--- config.mk ---
export PLATFORM = sky130hd
export DESIGN_NAME = col_stream_scheduler
export DESIGN_NICKNAME = d
export VERILOG_FILES = /design/src/rtl/col_stream_scheduler.sv
export SDC_FILE = /design/constraint.sdc
export NUM_CORES = 1
export LEC_CHECK = 0
export CAP_MARGIN = 20
export CORE_UTILIZATION = 60
export DETAILED_ROUTE_END_ITERATION = 12
export GPL_ROUTABILITY_DRIVEN = 0
export PLACE_DENSITY = 0.95
export SLEW_MARGIN = 5
export SYNTH_ARGS = -nofsm -noshare
export SYNTH_HDL_FRONTEND = slang
export SYNTH_SLANG_ARGS = --single-unit
--- constraint.sdc ---
create_clock -name clk -period 9.45 [get_ports clk]
set_input_delay 1.89 -clock clk [delete_from_list [all_inputs] [get_ports clk]]
set_output_delay 1.89 -clock clk [all_outputs]
set_load 0.1 [all_outputs]
--- src/rtl/col_stream_scheduler.sv ---
// Sequences the column-buffer router across an image tile: per-row route enables,
// row-0 start flag and read requests timed so that data returns on each ROUTE cycle.
module col_stream_scheduler #(
  parameter int RowBufSize  = 256,
  parameter int RowBufAddrW = $clog2(RowBufSize),
  parameter int RowCntW     = 10,
  parameter int AddrW       = 16
) (
  input  logic                   clk,
  input  logic                   nrst,
  input  logic                   cfg_start,
  input  logic [RowCntW-1:0]     cfg_rows,
  input  logic [RowBufAddrW-1:0] cfg_cols,
  input  logic [AddrW-1:0]       cfg_base,
  input  logic [AddrW-1:0]       cfg_stride,
  output logic                   busy,
  output logic                   done,
  output logic                   mem_rd_en,
  output logic [AddrW-1:0]       mem_addr,
  output logic                   cb_route_en,
  output logic                   cb_start,
  output logic [RowBufAddrW-1:0] cb_col_size,
  input  logic                   cb_row_done
);

  typedef enum logic [2:0] {IDLE, ISSUE, WAIT_ROW, NEXT, FIN} state_e;

  state_e                 state_q, state_d;
  logic [RowCntW-1:0]     rows_q, rows_d, row_q, row_d;
  logic [RowBufAddrW-1:0] cols_q, cols_d, col_q, col_d;
  logic [AddrW-1:0]       base_q, base_d, stride_q, stride_d;
  logic                   phase_q, phase_d;

  logic                   busy_q, busy_d, done_q, done_d;
  logic                   rd_q, rd_d, route_q, route_d, start_q, start_d;
  logic [AddrW-1:0]       addr_q, addr_d;

  always_comb begin
    state_d  = state_q;
    rows_d   = rows_q;
    cols_d   = cols_q;
    row_d    = row_q;
    col_d    = col_q;
    base_d   = base_q;
    stride_d = stride_q;
    phase_d  = phase_q;

    unique case (state_q)
      IDLE: begin
        if (cfg_start) begin
          rows_d   = cfg_rows;
          cols_d   = cfg_cols;
          base_d   = cfg_base;
          stride_d = cfg_stride;
          row_d    = '0;
          col_d    = '0;
          phase_d  = 1'b0;
          state_d  = (cfg_rows == '0 || cfg_cols == '0) ? FIN : NEXT;
        end
      end
      NEXT: begin
        // The column-0 read is presented in this cycle; a single-column row is already fully issued.
        if (row_q < rows_q) begin
          col_d   = '0;
          phase_d = 1'b1;
          state_d = (cols_q == RowBufAddrW'(1)) ? WAIT_ROW : ISSUE;
        end else begin
          state_d = FIN;
        end
      end
      ISSUE: begin
        if (phase_q) begin
          phase_d = 1'b0;
          col_d   = col_q + RowBufAddrW'(1);
        end else if (col_q == cols_q - RowBufAddrW'(1)) begin
          state_d = WAIT_ROW;
        end else begin
          phase_d = 1'b1;
        end
      end
      WAIT_ROW: begin
        if (cb_row_done) begin
          row_d   = row_q + RowCntW'(1);
          base_d  = base_q + stride_q;
          col_d   = '0;
          state_d = (row_q + RowCntW'(1) >= rows_q) ? FIN : NEXT;
        end
      end
      FIN:     state_d = IDLE;
      default: state_d = IDLE;
    endcase
  end

  // Outputs are registered by decoding the next state, so they line up with the state they describe.
  always_comb begin
    route_d = (state_d == NEXT) && (row_d < rows_d);
    rd_d    = route_d || ((state_d == ISSUE) && !phase_d);
    addr_d  = base_d + AddrW'(col_d);
    busy_d  = (state_d != IDLE) && (state_d != FIN);
    done_d  = (state_d == FIN);
    start_d = (row_d == '0) &&
              (state_d == NEXT || state_d == ISSUE || state_d == WAIT_ROW);
  end

  always_ff @(posedge clk) begin
    if (!nrst) begin
      state_q  <= IDLE;
      rows_q   <= '0;
      cols_q   <= '0;
      row_q    <= '0;
      col_q    <= '0;
      base_q   <= '0;
      stride_q <= '0;
      phase_q  <= 1'b0;
      busy_q   <= 1'b0;
      done_q   <= 1'b0;
      rd_q     <= 1'b0;
      route_q  <= 1'b0;
      start_q  <= 1'b0;
      addr_q   <= '0;
    end else begin
      state_q  <= state_d;
      rows_q   <= rows_d;
      cols_q   <= cols_d;
      row_q    <= row_d;
      col_q    <= col_d;
      base_q   <= base_d;
      stride_q <= stride_d;
      phase_q  <= phase_d;
      busy_q   <= busy_d;
      done_q   <= done_d;
      rd_q     <= rd_d;
      route_q  <= route_d;
      start_q  <= start_d;
      addr_q   <= addr_d;
    end
  end

  assign busy        = busy_q;
  assign done        = done_q;
  assign mem_rd_en   = rd_q;
  assign mem_addr    = addr_q;
  assign cb_route_en = route_q;
  assign cb_start    = start_q;
  assign cb_col_size = cols_q;

endmodule

==> results.md <==
* Max_slew headroom at about a third
* Postcts setup bufs at 0
* Placed cell count at 945
* DIE HEIGHT at a little over 100 µm
* Area grow syn2layout at 18.6%
* Dominant cell type by area after synthesis: dfxtp_1
* Bufs and invs on worst path at 1
* Synth area leaders: dfxtp_1 31%, ha_1 12%, a21oi_1 6.5%
* Dpl ws at 2640 ps
* Synth Cell Area at roughly 6000 µm²
* Htree depth at 3
* Post-synthesis register bit count at 93
* Fraction of registers with async set/reset at 0%
* Fillers at between 600 and 700
* Final HPWL DP at ~12000 µm
* Max VDD drop at about 0.00014 V
* DRT Wirelength at about 17000 µm
* Pwr dens at 200 nW/µm²
* Worst Hold Class: flop to flop
* WL/cell at approximately 18 µm
* Die area at between 10000 and 15000 µm²
* Cell Chain, Critical Path: clkdlybuf4s50_1 > or4b_2 > nand2_1 > o221ai_1 > ha_1 > a21o_1 > a21o_1 > a211oi_1 > o21ai_0 > o211ai_1 > nor2_1 > and4bb_2 > mux2_2
* CORE AREA at about 9800 µm²
* First-pass GRT wire length at 27600 µm
* Die Wd at 102 µm
* Antenna violations before repair at 0
* # setup viols final at 0
* Vias per cell at ~6.4
* Worst setup margin at between 2000 and 3000 ps
* Tmin final at about 6600 ps
* Rows at 36
* Worst-path clk slew at about 100 ps
* Via count at 6150
* Synth cell types at around 70
* Number of antenna-violating nets in the routed design at 0
* Commonest cells after routing, fill and taps aside: 93 x nand2_1, 93 x dfxtp_1, 82 x clkdlybuf4s50_1
* # hold bufs at CTS at 0
* Number of flops mapped to enable cells by yosys at 0
* CTS Buffer Depth at 2
* Most frequent CP cell: a21o_1
* CTS tree: yes
* Fin cells at 962
* Worst Path Required at about 9700 ps
* Setup crit start kind: primary input
* Slowest cell on crit path: or4b_2
* Top_reg_cell synth: dfxtp_1
* Worst Path Arrival at between 6000 and 7000 ps
* Critical setup path kind: primary input to flop
* Post-synth top area share at 30.8%
* Max_cap viols at 0
* Initial core utilization at between 60% and 70%
* Status: finished clean
* Core Util, Final at roughly three quarters
* Clock sink total at between 90 and 100
* Clock root buffer: clkbuf_8
* Yosys synthesis warning count at 0
* DR DRC count at 0
* Num CTS Buffers at 9
* Post-Syn Nets at between 800 and 900
* TritonRoute pass-1 iters at 6
* Mapped Cells at 760
* Layout Nets at around 940
* Worst-Skew Late Latency at 390 ps
* Max FO, Critical Path at 35
* Port bufs at 82
* Number of global-route vias before repair at about 5900
* Diodes inserted at 0
* Setup TNS at 0 ps
* Leak at ~3 nW
* FMAX at 0.152 GHz
* CTS resizes at 0
* Unrepaired setup endpoints after global routing: false
* Tot GR Track Use at between 30% and 40%
* Syn Area/Cell at 7.96 µm²
* Fraction of layout cells with a size suffix above 1 at between 5 and 6%
* Iter 0 DRT Violations at roughly 500
* Critical path's largest stage delay at 1040 ps
* Final Hold Vio Count at 0
* Post-Route Skew at roughly 21 ps
* Critical Path End Type: flop
* Slew Limit Fails at 0
* Pin count of the biggest net entering global routing at 66
* Cell family with most CP delay: simple AND/OR/NAND/NOR gates
* Grt total ovfl at 0
* Num ports at 83
* Slew of the pin with the lowest slew margin at slightly below 1000 ps
* Sequential area share after synthesis at about 31%
* Fin crit share at ~70%
==> area by class of cell <==
cell class | instances | area, µm² | area share, %
Timing Repair Buffer | 87 | 871 | 12.1
Inverter | 25 | 93.8 | 1.31
Multi-Input combinational cell | 608 | 3960 | 55.2
Clock buffer | 9 | 124 | 1.73
Tap cell | 133 | 166 | 2.32
Sequential cell | 93 | 1860 | 26.0
Clock inverter | 7 | 96.3 | 1.34
==> synthesized netlist by cell type (all sizes together), types with 9 or more instances <==
library cell   n
o21a          10
nand3         19
clkbuf        27
a31oi         16
nor2          73
o21ai         31
nand2b        10
nor3          11
inv           25
xnor2         21
a21oi         79
and2          28
ha            56
a211oi        11
dfxtp         93
xor2          11
a21o          20
nand2         93
nor2b          9
==> stage by stage <==
step           power [W]  cell area [µm²]  hold slack (ps)
2_1_floorplan   0.000965             6050              440
3_3_place_gp     0.00110             6930              454
3_5_place_dp     0.00112             6930              462
4_1_cts          0.00142             7150              475
5_1_grt          0.00150             7170              502
6_report         0.00143             7170              477
==> cells by family after synthesis <==
group	share of synthesized area [%]
multiplexers	0.372
buffers and inverters	3.99
adder cells (fa/ha/maj)	12.2
AO/OA/AOI/OAI	23.3
XOR/XNOR	4.63
AND/OR/NAND/NOR	24.7
flip-flops	30.8
==> path summary, 6_finish.rpt <==
| path | startpoint | to | slack, ps | cells after the start |
|---|---|---|---|---|
| setup / recovery | cfg_start | mem_addr[15] | 2880 | 13 |
| hold / removal | stride_q[9] | stride_q[9] | 480 | 2 |
| setup reg to reg | state_q[1] | mem_addr[15] | 4610 | 12 |
| hold reg to reg | stride_q[9] | stride_q[9] | 480 | 2 |
==> report_power, final <==
| part | internal, W | total, W | switching (W) |
|---|---|---|---|
| Combinational | 0.000214 | 0.000641 | 0.000427 |
| Sequential | 0.000444 | 0.000490 | 0.0000454 |
| Clock | 0.000150 | 0.000303 | 0.000152 |
| Total | 0.000809 | 0.00143 | 0.000625 |
==> state kept, by name, summed over array words and instances, names as in the netlist <==
register	flops
base_q	16
mem_addr	16
stride_q	16
row_q	10
rows_q	10
cb_col_size	8
col_q	8
state_q	3
busy	1
cb_route_en	1
cb_start	1
done	1
mem_rd_en	1
phase_q	1
==> layer usage <==
metal / part of all wire [%] / GRT usage (%)
met4: 4.4 / 19.2
met1: 40 / 41.0
met5: 0 / 0
met2: 47 / 56.1
met3: 9.1 / 7.25
==> worst reg2reg max path: stages (launching register included) <==
cell      delay, ps
dfxtp_1         820
or4b_2          800
nand2_1         480
o221ai_1        450
ha_1            310
a21o_1          160
a21o_1          210
a211oi_1        420
o21ai_0         200
o211ai_1        190
nor2_1          170
and4bb_2        270
mux2_2          280
Note: power is estimated with default switching activity, not from simulation.
